File: config.mk
export PLATFORM = sky130hd
export DESIGN_NAME = imem_loader_flat
export DESIGN_NICKNAME = d
export VERILOG_FILES = /design/src/rtl/imem_loader_if.sv /design/src/rtl/imem_loader.sv /design/src/flat_wrapper.sv
export SDC_FILE = /design/constraint.sdc
export NUM_CORES = 1
export LEC_CHECK = 0
export ABC_AREA = 1
export CORE_ASPECT_RATIO = 1.5
export CORE_UTILIZATION = 55
export CTS_BUF_LIST = sky130_fd_sc_hd__clkbuf_4
export DETAILED_ROUTE_END_ITERATION = 16
export PLACE_DENSITY = 0.83
export REMOVE_ABC_BUFFERS = 1
export SLEW_MARGIN = 10
export SYNTH_ARGS = -nofsm -noshare
export SYNTH_HDL_FRONTEND = slang
export SYNTH_SLANG_ARGS = --single-unit
File: constraint.sdc
create_clock -name clk_i -period 2.7 [get_ports clk_i]
set_input_delay 0.405 -clock clk_i [delete_from_list [all_inputs] [get_ports clk_i]]
set_output_delay 0.405 -clock clk_i [all_outputs]
set_load 0.02 [all_outputs]
File: src/rtl/imem_loader_if.sv
`default_nettype none
// +--------------------------------------------------------------------------+
// | Module      : imem_loader_if                                             |
// | Description : Bundle of the byte-stream handshake, instruction-memory    |
// |               write port and CPU-control/status signals of the           |
// |               instruction loader.                                        |
// |   byte_valid_i   source presents byte_data_i                             |
// |   byte_data_i    stream byte, little-endian within each word             |
// |   byte_ready_o   loader accepts a byte on valid & ready                  |
// |   imem_we_o      instruction memory write strobe                         |
// |   imem_addr_o    word address                                            |
// |   imem_wdata_o   write data                                              |
// |   cpu_hold_o     1 = keep CPU in reset                                   |
// |   done_o         load completed successfully                             |
// |   err_o          load failed (overflow or checksum mismatch)             |
// |   word_count_o   words written so far (terminator not counted)           |
// | Modports    : master = loader side, slave = stream source / memory side  |
// | Revision    : 1.0  initial release                                       |
// +--------------------------------------------------------------------------+
interface imem_loader_if #(
   parameter int ADDR_W = 8
);
   logic              byte_valid_i;
   logic [7:0]        byte_data_i;
   logic              byte_ready_o;
   logic              imem_we_o;
   logic [ADDR_W-1:0] imem_addr_o;
   logic [31:0]       imem_wdata_o;
   logic              cpu_hold_o;
   logic              done_o;
   logic              err_o;
   logic [ADDR_W:0]   word_count_o;

   modport master (
      input  byte_valid_i, byte_data_i,
      output byte_ready_o, imem_we_o, imem_addr_o, imem_wdata_o,
             cpu_hold_o, done_o, err_o, word_count_o
   );

   modport slave (
      output byte_valid_i, byte_data_i,
      input  byte_ready_o, imem_we_o, imem_addr_o, imem_wdata_o,
             cpu_hold_o, done_o, err_o, word_count_o
   );
endinterface
`default_nettype wire

File: src/rtl/imem_loader.sv
`default_nettype none
// +--------------------------------------------------------------------------+
// | Module      : imem_loader                                                |
// | Description : Instruction-memory loader for the single-cycle CPU.        |
// |               Clears the whole memory, then assembles little-endian      |
// |               32-bit words from a valid/ready byte stream and writes     |
// |               them from address 0 upward. An all-zero word terminates    |
// |               the load and releases the CPU from reset.                  |
// | Ports       : clk_i  - clock, rising edge                                |
// |               rst_i  - asynchronous active-high reset                    |
// |               bus    - imem_loader_if.master (stream, memory port,       |
// |                        cpu_hold/done/err status, word count)             |
// | Options     : IMEM_LOADER_CHECKSUM_EN - after the terminator, accept one |
// |               checksum byte that must equal the mod-256 sum of all       |
// |               stream bytes (terminator included).                        |
// | Revision    : 1.0  initial release                                       |
// +--------------------------------------------------------------------------+
module imem_loader #(
   parameter int DEPTH  = 256,
   parameter int ADDR_W = 8
) (
   input wire            clk_i,
   input wire            rst_i,
   imem_loader_if.master bus
);

   localparam logic [ADDR_W:0]   c_depth     = (ADDR_W+1)'(DEPTH);
   localparam logic [ADDR_W-1:0] c_last_addr = ADDR_W'(DEPTH - 1);

   typedef enum logic [2:0] {
      ST_CLEAR = 3'd0,
      ST_LOAD  = 3'd1,
`ifdef IMEM_LOADER_CHECKSUM_EN
      ST_CHECK = 3'd2,
`endif
      ST_RUN   = 3'd3,
      ST_ERROR = 3'd4
   } state_t;

   state_t            r_state;
   state_t            w_state_next;

   logic              r_we;
   logic [ADDR_W-1:0] r_addr;
   logic [31:0]       r_wdata;
   logic [ADDR_W:0]   r_count;
   logic [1:0]        r_k;      // byte index within the word being assembled
   logic [23:0]       r_asm;    // bytes 0..2; byte 3 is taken straight from the stream

   logic              w_ready;
   logic              w_accept;
   logic              w_word_done;
   logic              w_wr;
   logic [31:0]       w_word;

`ifdef IMEM_LOADER_CHECKSUM_EN
   logic [7:0]        r_sum;

   always_ff @(posedge clk_i or posedge rst_i) begin
      if (rst_i) begin
         r_sum <= 8'd0;
      end else if (w_accept && (r_state == ST_LOAD)) begin
         r_sum <= r_sum + bus.byte_data_i;
      end
   end
`endif

   // ------------------------------------------------------------------
   // State register
   // ------------------------------------------------------------------
   always_ff @(posedge clk_i or posedge rst_i) begin
      if (rst_i) begin
         r_state <= ST_CLEAR;
      end else begin
         r_state <= w_state_next;
      end
   end

   // ------------------------------------------------------------------
   // Next state and handshake decode
   // ------------------------------------------------------------------
   always_comb begin
      w_ready = (r_state == ST_LOAD);
`ifdef IMEM_LOADER_CHECKSUM_EN
      if (r_state == ST_CHECK) begin
         w_ready = 1'b1;
      end
`endif
      w_accept     = w_ready & bus.byte_valid_i;
      w_word       = {bus.byte_data_i, r_asm};
      w_word_done  = w_accept && (r_state == ST_LOAD) && (r_k == 2'd3);
      w_wr         = w_word_done && (w_word != 32'd0) && (r_count != c_depth);
      w_state_next = r_state;

      case (r_state)
         ST_CLEAR: begin
            // r_we marks that the sweep has started, so the wrap check
            // cannot fire on the idle first cycle after reset
            if (r_we && (r_addr == c_last_addr)) begin
               w_state_next = ST_LOAD;
            end
         end
         ST_LOAD: begin
            if (w_word_done) begin
               if (w_word == 32'd0) begin
`ifdef IMEM_LOADER_CHECKSUM_EN
                  w_state_next = ST_CHECK;
`else
                  w_state_next = ST_RUN;
`endif
               end else if (r_count == c_depth) begin
                  w_state_next = ST_ERROR;
               end
            end
         end
`ifdef IMEM_LOADER_CHECKSUM_EN
         ST_CHECK: begin
            if (w_accept) begin
               w_state_next = (bus.byte_data_i == r_sum) ? ST_RUN : ST_ERROR;
            end
         end
`endif
         ST_RUN:   w_state_next = ST_RUN;
         ST_ERROR: w_state_next = ST_ERROR;
         default:  w_state_next = ST_ERROR;
      endcase
   end

   // ------------------------------------------------------------------
   // Memory write port, word counter and word assembly
   // ------------------------------------------------------------------
   always_ff @(posedge clk_i or posedge rst_i) begin
      if (rst_i) begin
         r_we    <= 1'b0;
         r_addr  <= '0;
         r_wdata <= 32'd0;
         r_count <= '0;
         r_k     <= 2'd0;
         r_asm   <= 24'd0;
      end else begin
         if (r_state == ST_CLEAR) begin
            r_wdata <= 32'd0;
            if (!r_we) begin
               r_we   <= 1'b1;
               r_addr <= '0;
            end else if (r_addr == c_last_addr) begin
               r_we   <= 1'b0;
            end else begin
               r_addr <= r_addr + 1'b1;
            end
         end else begin
            // The completed word is latched here, so the next byte can be
            // accepted while the write is presented to memory.
            r_we <= w_wr;
            if (w_wr) begin
               r_addr  <= r_count[ADDR_W-1:0];
               r_wdata <= w_word;
               r_count <= r_count + 1'b1;
            end
         end

         if (w_accept && (r_state == ST_LOAD)) begin
            r_k <= r_k + 2'd1;
            case (r_k)
               2'd0:    r_asm[7:0]   <= bus.byte_data_i;
               2'd1:    r_asm[15:8]  <= bus.byte_data_i;
               2'd2:    r_asm[23:16] <= bus.byte_data_i;
               default: ;
            endcase
         end
      end
   end

   // ------------------------------------------------------------------
   // Outputs; status decodes follow the asynchronously reset state
   // ------------------------------------------------------------------
   assign bus.byte_ready_o = w_ready;
   assign bus.imem_we_o    = r_we;
   assign bus.imem_addr_o  = r_addr;
   assign bus.imem_wdata_o = r_wdata;
   assign bus.word_count_o = r_count;
   assign bus.cpu_hold_o   = (r_state != ST_RUN);
   assign bus.done_o       = (r_state == ST_RUN);
   assign bus.err_o        = (r_state == ST_ERROR);

endmodule
`default_nettype wire
File: src/flat_wrapper.sv
// flat-port wrapper written by rule: the top's interface ports become plain ports
module imem_loader_flat 
#(
   parameter int DEPTH  = 256,
   parameter int ADDR_W = 8
)
  (clk_i, rst_i, bus_byte_valid_i, bus_byte_data_i, bus_byte_ready_o, bus_imem_we_o, bus_imem_addr_o, bus_imem_wdata_o, bus_cpu_hold_o, bus_done_o, bus_err_o, bus_word_count_o);
  imem_loader_if #(.ADDR_W(ADDR_W)) bus_i ();
  input wire clk_i;
  input wire rst_i;
  input wire logic [$bits(bus_i.byte_valid_i)-1:0] bus_byte_valid_i;
  input wire logic [$bits(bus_i.byte_data_i)-1:0] bus_byte_data_i;
  output wire logic [$bits(bus_i.byte_ready_o)-1:0] bus_byte_ready_o;
  output wire logic [$bits(bus_i.imem_we_o)-1:0] bus_imem_we_o;
  output wire logic [$bits(bus_i.imem_addr_o)-1:0] bus_imem_addr_o;
  output wire logic [$bits(bus_i.imem_wdata_o)-1:0] bus_imem_wdata_o;
  output wire logic [$bits(bus_i.cpu_hold_o)-1:0] bus_cpu_hold_o;
  output wire logic [$bits(bus_i.done_o)-1:0] bus_done_o;
  output wire logic [$bits(bus_i.err_o)-1:0] bus_err_o;
  output wire logic [$bits(bus_i.word_count_o)-1:0] bus_word_count_o;
  assign bus_i.byte_valid_i = bus_byte_valid_i;
  assign bus_i.byte_data_i = bus_byte_data_i;
  assign bus_byte_ready_o = bus_i.byte_ready_o;
  assign bus_imem_we_o = bus_i.imem_we_o;
  assign bus_imem_addr_o = bus_i.imem_addr_o;
  assign bus_imem_wdata_o = bus_i.imem_wdata_o;
  assign bus_cpu_hold_o = bus_i.cpu_hold_o;
  assign bus_done_o = bus_i.done_o;
  assign bus_err_o = bus_i.err_o;
  assign bus_word_count_o = bus_i.word_count_o;
  imem_loader #(.DEPTH(DEPTH), .ADDR_W(ADDR_W)) u_core (.clk_i(clk_i), .rst_i(rst_i), .bus(bus_i));
endmodule
# Word-level counts from Yosys, hierarchy flattened
# Index checks and enable logic that the tools add are counted.
[word_totals]
register_bits = 79
input_bits = 11
elab_cells = 58
[op_classes]
add_sub_neg = 3
eq_ne = 14
mux = 14
bitwise_logic = 2
n_reduce_logical = 16
[op_table]
columns = ["cell", "count"]
rows = [
  ["$mux W32", 2],
  ["$logic_not A32 Y1", 1],
  ["$mux W8", 4],
  ["$reduce_bool A32 Y1", 1],
  ["$mux W3", 4],
  ["$reduce_and A2 Y1", 5],
  ["$add A9 B1 Y9 const B", 1],
  ["$eq A9 B9 Y1 const B", 1],
  ["$ne A9 B9 Y1 const B", 1],
  ["$pmux W3 S3", 1],
  ["$add A8 B1 Y8 const B", 1],
  ["$eq A8 B8 Y1 const B", 1],
  ["$logic_and A1 B1 Y1", 5],
  ["$eq A2 B2 Y1 const B", 2],
  ["$ne A2 B1 Y1 const B", 2],
  ["$eq A3 B1 Y1 const B", 1],
  ["$eq A3 B2 Y1 const B", 1],
  ["$eq A3 B3 Y1 const B", 1],
  ["$logic_not A3 Y1", 1],
  ["$mux W1", 3],
  ["$ne A3 B1 Y1 const B", 1],
  ["$ne A3 B2 Y1 const B", 1],
  ["$ne A3 B3 Y1 const B", 1],
  ["$reduce_and A3 Y1", 1],
  ["6 further kinds", 6],
]

# Longest topological paths before layout
# Gate-level depths: netlist of run 1.
[depth]
word_depth = 8
mapped_depth = 11

# Worst setup path before layout of run 1
# No wires, ideal clock.
[synth_path]
path_type = "reg-to-reg"
start = "register u_core.r_count[0] (netlist: u_core.bus.word_count_o[0])"
end = "register u_core.r_wdata[1] (netlist: u_core.bus.imem_wdata_o[1])"
t_arrival_ps = 1540
setup_slack_ps = 1029
stages_incl_launch_ff = 10
n_path_buf = 2
synth_period_minus_slack_ps = 1671
cell_sequence = "dfrtp_1 inv_1 ha_1 nor3b_1 nand4_1 nand3_4 buf_12 buf_6 nand3_1 o21ai_0"
[synth_between]
elab_chain_len = 3
[synth_rtl]
columns = ["element", "line_no", "text"]
rows = [
  ["start: declaration", "imem_loader.sv:46", "logic [ADDR_W:0] r_count;"],
  ["start signal: assignment", "imem_loader.sv:158", "r_count <= r_count + 1'b1;"],
  ["$ne A9 B9 Y1", "imem_loader.sv:92", "w_wr = w_word_done && (w_word != 32'd0) && (r_count != c_depth);"],
  ["$logic_and A1 B1 Y1", "imem_loader.sv:92", ""],
  ["$reduce_bool A2 Y1 (no line)", "n/a", ""],
  ["end signal: assignment", "imem_loader.sv:157", "r_wdata <= w_word;"],
  ["end: declaration", "imem_loader.sv:45", "logic [31:0] r_wdata;"],
]
# Every way passes these cells.
# A chain may end at the register's enable or synchronous reset.

# Worst setup path in the final report of run 1
[layout_path]
start = "register u_core.r_state[2]"
end = "output bus_done_o"
[layout_between]
elab_chain_len = 1
[layout_rtl]
columns = ["element", "line_no", "text"]
rows = [
  ["start: declaration", "imem_loader.sv:40", "state_t r_state;"],
  ["start signal: assignment", "imem_loader.sv:75", "r_state <= w_state_next;"],
  ["$eq A3 B2 Y1", "imem_loader.sv:183", "assign bus.done_o = (r_state == ST_RUN);"],
  ["end: declaration", "flat_wrapper.sv:18", "output wire logic [$bits(bus_i.done_o)-1:0] bus_done_o;"],
]
# Every way passes these cells.

==> impl_metrics.py, run 1 <==
metrics = {
    "clock_network": {
        "clkLatencyLatePin_ps": 440,
        "ctsResizeCount": 0,
        "numClockSinks": 79,
        "cts-root-buf": "clkbuf_4",
        "clockBufferDepth": 2,
        "htreeDepth": 3,
        "cts_tree": "yes",
        "cts_made_buffers": 9,
        "clkTransAtPathRegs_ps": 120,
        "ctsHoldBuffers": 0,
        "postCtsSetupBuffers": 0,
    },
    "layout": {
        "stdcell_count": 566,
        "drive_gt1_share_pct": 7.96,
        "antennaDiodeCount": 0,
        "multiInputGateArea_mm2": 0.00142,
        "regArea_mm2": 0.00198,
        "fill_cells": 513,
        "fin_nets": 503,
        "syn_to_final_growth_pct": 20.9,
    },
    "placement": {
        "dp_hpwl_um": 5740,
        "portBuffers": 64,
        "place_congestion": 0.842,
        "place_inst": 550,
    },
    "pwr": {
        "swShare_pct": 42.8,
        "switchingPower_mw": 1.87,
        "ir_drop_mv": 0.515,
        "p_clk_share_pct": 13.4,
        "power.sequential.fraction_pct": 43.2,
        "power_density_mw_per_mm2": 983,
        "p_leak_nw": 2.14,
        "fin_total_pwr_mw": 4.38,
        "p_comb_share_pct": 43.4,
        "p_int_mw": 2.51,
    },
    "routing": {
        "ant_nets": 0,
        "avgRoutedWirePerCell_um": 14.0,
        "drt_first_pass_iters": 4,
        "first_iter_violations": 237,
        "drc": 0,
        "routed-via-count": 3008,
        "routed_wl_um": 7920,
        "via_per_inst": 5.31,
    },
    "logic_synthesis": {
        "synth_ff_type": "dfrtp_1",
        "synth_cells": 421,
        "netlist-cell-type-count": 33,
        "synth.most_common_cell": "nand2_1",
        "synthesis.area_mm2": 0.00369,
        "synth.top_cell.area_share_pct": 53.6,
        "yosysWarnings": 0,
        "synth_area_leaders": "dfrtp_1 (54%), nand2_1 (11%), nand3_1 (6.8%), o21ai_0 (6.1%), inv_1 (3.8%)",
        "avgSynthCellArea_um2": 8.76,
        "synth_common_cells": "nand2_1 (107), dfrtp_1 (79), nand3_1 (50)",
        "synth_edf_count": 0,
        "synth-seq-area-share_pct": 53.6,
        "synth_top_area_cell": "dfrtp_1",
        "ys_ff_latch": 79,
        "ys_async_sr_fraction_pct": 100,
    },
    "sta": {
        "slew_violations": 0,
        "finalSetupViolCount": 0,
        "rsz0062_at_grt": "no",
        "fmax_mhz": 444,
        "hold_viol": 0,
        "setup_tns_ps": 0,
        "fin_crit_sh_pct": 83.5,
        "tightest_slew_ps": 538,
        "fin_skew_ps": 7.90,
        "slew_headroom_pct": 64.1,
        "hold_ws_ps": 319,
        "fin_crit_ps": 2250,
    },
    "die": {
        "initial_utilization_pct": 56.8,
        "dieArea_mm2": 0.00704,
        "rows": 36,
        "core_mm2": 0.00649,
        "io_pins": 65,
        "fp.dieW_um": 68.8,
        "dieHeight_um": 102,
    },
    "setup_path": {
        "crit_buf_inv": 2,
        "cp_top_family": "buffers and inverters",
        "end_kind": "output pin",
        "worstPathCellList": "inv_2, nand2_2, nor2_1, clkdlybuf4s50_1",
        "slowest_stage": "clkdlybuf4s50_1",
        "start_kind": "flip-flop",
        "crit_type": "flip-flop to output pin",
        "required_ps": 2300,
        "slowest_delay_ps": 660,
        "path_max_fanout": 4,
        "cp.arrival_ps": 1850,
    },
    "global_route": {
        "grt_use_met3_pct": 6.70,
        "grt_pass1_vias": 2822,
        "overflow": 0,
        "grt.total_usage_pct": 25.7,
        "antenna_found_initial": 0,
        "gr-usage-met2_pct": 42.6,
        "grt_pass1_wl_um": 13200,
        "top_usage_layer": "met2",
        "grt_util_met1_pct": 31.2,
        "grt_max_degree": 49,
    },
    "min_path": {
        "holdCritPathClass": "input port to asynchronous set/reset pin",
    },
    "outcome": {
        "outcome": "finished clean",
    },
    "run": {
        "cap_violations": 0,
    },
}
==> state kept, by name, summed over array words and instances, names as in the netlist <==
| name | cells |
|---|---|
| u_core.r_k | 2 |
| u_core.bus.imem_we_o | 1 |
| u_core.bus.imem_wdata_o | 32 |
| u_core.r_asm | 24 |
| u_core.bus.imem_addr_o | 8 |
| u_core.bus.word_count_o | 9 |
| u_core.r_state | 3 |
==> routing by layer <==
metal | up-vias | wire [um]
met1 | 1427 | 3260
met3 | 15 | 344
met4 | 0 | 156
met5 | - | 0
met2 | 79 | 4160
li1 | 1487 | -
==> placed cells by master, fill, tap and decap left out, types with 6 or more instances in the layout <==
cell type,n
nand2_1,107
dfrtp_1,79
clkdlybuf4s50_1,64
nand3_1,50
o21ai_0,45
inv_1,36
nor2_1,26
clkbuf_4,10
xor2_1,8
inv_2,7
ha_1,7
o21ai_2,6
==> worst register-to-register path, cell delays in order, from the launching register on <==
cell	delay (ps)
dfrtp_1	430
inv_1	140
ha_1	170
nor3b_1	240
nand4_1	230
nand3_4	220
buf_4	330
nand3_1	140
o21ai_0	100
==> path summary, 6_finish.rpt <==
path | start | endpoint | slack [ps] | depth (start not counted)
max in group asynchronous | rst_i | u_core.bus.imem_wdata_o[4] | 1560 | 4
max | u_core.r_state[2] | bus_done_o | 450 | 4
min reg2reg | u_core.r_asm[0] | u_core.r_asm[0] | 500 | 2
min | rst_i | u_core.bus.imem_wdata_o[22] | 320 | 2
max reg2reg | u_core.bus.word_count_o[0] | u_core.bus.imem_wdata_o[26] | 620 | 8
min in group clk_i | u_core.r_asm[0] | u_core.r_asm[0] | 500 | 2
==> stage by stage <==
stage	util, %	setup WS [ps]	cell area [um2]
6_report	68.7	447	4460
5_1_grt	68.7	367	4460
4_1_cts	68.7	414	4460
3_5_place_dp	67.1	299	4350
3_3_place_gp	67.1	455	4350
2_1_floorplan	-	272	3560
==> power groups by stage <==
stage	clock (mW)	combinational (mW)	sequential (mW)
after global routing	0.639	2.13	1.95
final	0.588	1.90	1.89
after floorplan	0	0.946	2.08
after detailed placement	0	1.90	1.92
after CTS	0.588	1.91	1.89
after global placement	0	1.84	1.90
==> layout make-up <==
type	instances	area share [%]
clock buffers	10	1.68
clock inverters	6	0.618
inverters	43	3.62
multi-input cells	282	31.9
flip-flops and latches	79	44.4
well taps	76	2.13
repair buffers	70	15.7
==> cell families after synthesis <==
logic type	share of synthesized area, %
xor+xnor	2.38
compound gates	9.54
flops	53.6
buf+inv	7.77
fa+ha+maj	2.38
simple gates	24.3
Note: power is estimated with default switching activity, not from simulation.
==> run 2, diff against run 1 <==
--- a/config.mk
+++ b/config.mk
@@ -7,10 +7,10 @@
 export LEC_CHECK = 0
 export ABC_AREA = 1
 export CORE_ASPECT_RATIO = 1.5
-export CORE_UTILIZATION = 55
+export CORE_UTILIZATION = 49
 export CTS_BUF_LIST = sky130_fd_sc_hd__clkbuf_4
 export DETAILED_ROUTE_END_ITERATION = 16
-export PLACE_DENSITY = 0.83
+export PLACE_DENSITY = 0.78
 export REMOVE_ABC_BUFFERS = 1
 export SLEW_MARGIN = 10
 export SYNTH_ARGS = -nofsm -noshare
==> constraint.sdc (replaced) <==
create_clock -name clk_i -period 1.9 [get_ports clk_i]
set_input_delay 0.285 -clock clk_i [delete_from_list [all_inputs] [get_ports clk_i]]
set_output_delay 0.285 -clock clk_i [all_outputs]
set_load 0.02 [all_outputs]
==> impl_metrics.py, run 2 (synthesized netlist as in run 1, its figures left out) <==
metrics = {
    "layout": {
        "antennaDiodeCount": 0,
        "drive_gt1_share_pct": 12.6,
        "fin_nets": 521,
        "finalInstanceArea_mm2": 0.00472,
        "fill_cells": 610,
        "largest_reg_flops": 32,
        "most-common-layout-cells": "nand2_1 (107), dfrtp_1 (77), clkdlybuf4s50_1 (59)",
        "mostFrequentLayoutCell": "nand2_1",
        "syn_to_final_growth_pct": 28.0,
    },
    "routing": {
        "drc": 0,
        "routed-via-count": 3164,
        "ant_nets": 0,
        "avgRoutedWirePerCell_um": 14.2,
        "first_iter_violations": 195,
        "via_per_inst": 5.21,
        "drt_first_pass_iters": 4,
        "routed_wl_um": 8620,
    },
    "setup_path": {
        "slowest_stage": "clkdlybuf4s50_1",
        "end_kind": "output pin",
        "required_ps": 1620,
        "start_kind": "flip-flop",
        "r2r_slack_ps": 130,
        "worstPathCellList": "clkdlybuf4s50_1",
        "crit_buf_inv": 1,
        "cp.arrival_ps": 1540,
        "slowest_delay_ps": 640,
        "crit_type": "flip-flop to output pin",
        "path_max_fanout": 6,
        "cp_top_family": "buffers and inverters",
    },
    "pwr": {
        "ir_drop_mv": 0.757,
        "p_leak_nw": 2.28,
        "power_density_mw_per_mm2": 1350,
    },
    "clock_network": {
        "numClockSinks": 79,
        "htreeDepth": 3,
        "clkTransAtPathRegs_ps": 120,
        "cts_tree": "yes",
        "clkLatencyLatePin_ps": 430,
        "clockBufferDepth": 2,
        "cts-root-buf": "clkbuf_4",
        "cts_made_buffers": 9,
    },
    "sta": {
        "fin_crit_ps": 1820,
        "hold_viol": 0,
        "tightest_slew_ps": 498,
        "finalSetupViolCount": 0,
        "fmax_mhz": 549,
        "fin_crit_sh_pct": 95.9,
        "slew_headroom_pct": 66.7,
        "fin_skew_ps": 15.3,
        "hold_ws_ps": 224,
        "slew_violations": 0,
    },
    "global_route": {
        "grt.total_usage_pct": 23.1,
        "grt_max_degree": 46,
        "grt_pass1_wl_um": 13700,
        "grt_pass1_vias": 2991,
        "overflow": 0,
        "antenna_found_initial": 0,
    },
    "placement": {
        "dp_hpwl_um": 5950,
        "place_area_mm2": 0.00453,
        "place_congestion": 0.891,
        "portBuffers": 64,
    },
    "die": {
        "rows": 38,
        "dieHeight_um": 108,
        "initial_utilization_pct": 50.7,
        "core_mm2": 0.00727,
        "fp.dieW_um": 72.8,
        "dieArea_mm2": 0.00788,
        "io_pins": 65,
    },
    "outcome": {
        "outcome": "finished clean",
    },
    "min_path": {
        "holdCritPathClass": "input port to asynchronous set/reset pin",
    },
    "run": {
        "cap_violations": 0,
    },
}
[run 2: cell types whose count changed in the layout (fill, tap and decap cells not counted), moves of 4 or more]
cell | before | now
clkdlybuf4s50_1 | 64 | 59
buf_12 | 1 | 5
dlygate4sd2_1 | 0 | 4
nor2_1 | 26 | 22
buf_4 | 5 | 17
nor2_2 | 0 | 4
[run 2: layer usage]
layer | GRT usage [%] | up-vias | share of wire, %
li1 | - | 1516 | -
met4 | 9.52 | 0 | 2.3
met5 | 0 | - | 0
met1 | 27.0 | 1549 | 42
met3 | 4.47 | 15 | 3.2
met2 | 40.8 | 84 | 53
[run 2: worst paths after layout]
kind | cells after the start | endpoint | from
setup / recovery | 1 | bus_imem_addr_o[5] | u_core.bus.imem_addr_o[5]
hold / removal | 3 | u_core.bus.imem_wdata_o[21] | rst_i
setup reg to reg | 11 | u_core.bus.imem_addr_o[1] | u_core.r_asm[0]
hold reg to reg | 2 | u_core.r_asm[16] | u_core.r_asm[16]
max in group asynchronous | 3 | u_core.r_asm[15] | rst_i
min in group clk_i | 2 | u_core.r_asm[16] | u_core.r_asm[16]
[run 2: layout make-up]
type | count | area, um2 | area share (%)
clock buffers | 9 | 67.6 | 1.43
clock inverters | 6 | 28.8 | 0.610
inverters | 43 | 164 | 3.47
multi-input cells | 282 | 1440 | 30.5
flip-flops and latches | 79 | 1980 | 42.0
well taps | 100 | 125 | 2.65
repair buffers | 88 | 916 | 19.4
[run 2: metrics by stage]
stage / util [%] / setup WS [ps] / total power [mW] / setup TNS, ps / std cells
4_1_cts: 63.6 / 3.25 / 6.33 / 0 / 602
2_1_floorplan: - / -408 / 4.29 / -36750 / 404
5_1_grt: 64.9 / -6.42 / 6.82 / -9.37 / 607
6_report: 64.9 / 78.6 / 6.37 / 0 / 607
3_5_place_dp: 62.3 / -168 / 5.54 / -5290 / 587
3_3_place_gp: 62.3 / -139 / 5.42 / -3810 / 587
[run 2: worst min-delay path, cell delays in order]
cell and delay (ps):
clkdlybuf4s50_1 410, inv_2 110, buf_12 210
[run 2: power by group]
part / internal (mW) / switching [mW] / total (mW)
clock network: 0.245 / 0.570 / 0.814
logic: 1.17 / 1.70 / 2.87
registers: 2.23 / 0.454 / 2.69
[run 2: timing repair]
action / CTS / global route
resized for setup: 5 / 9
pin swaps: 0 / 2
hold buffers: 0 / 0
buffers inserted: 0 / 3
cloned: 0 / 2
endpoints found under the setup margin: 4 / 52
==> run 3, diff against run 2 <==
--- a/config.mk
+++ b/config.mk
@@ -16,3 +16,4 @@
 export SYNTH_ARGS = -nofsm -noshare
 export SYNTH_HDL_FRONTEND = slang
 export SYNTH_SLANG_ARGS = --single-unit
+export TNS_END_PERCENT = 100
==> results of run 3 <==
No change in the layout: final DEF, timing and power equal those of run 2.
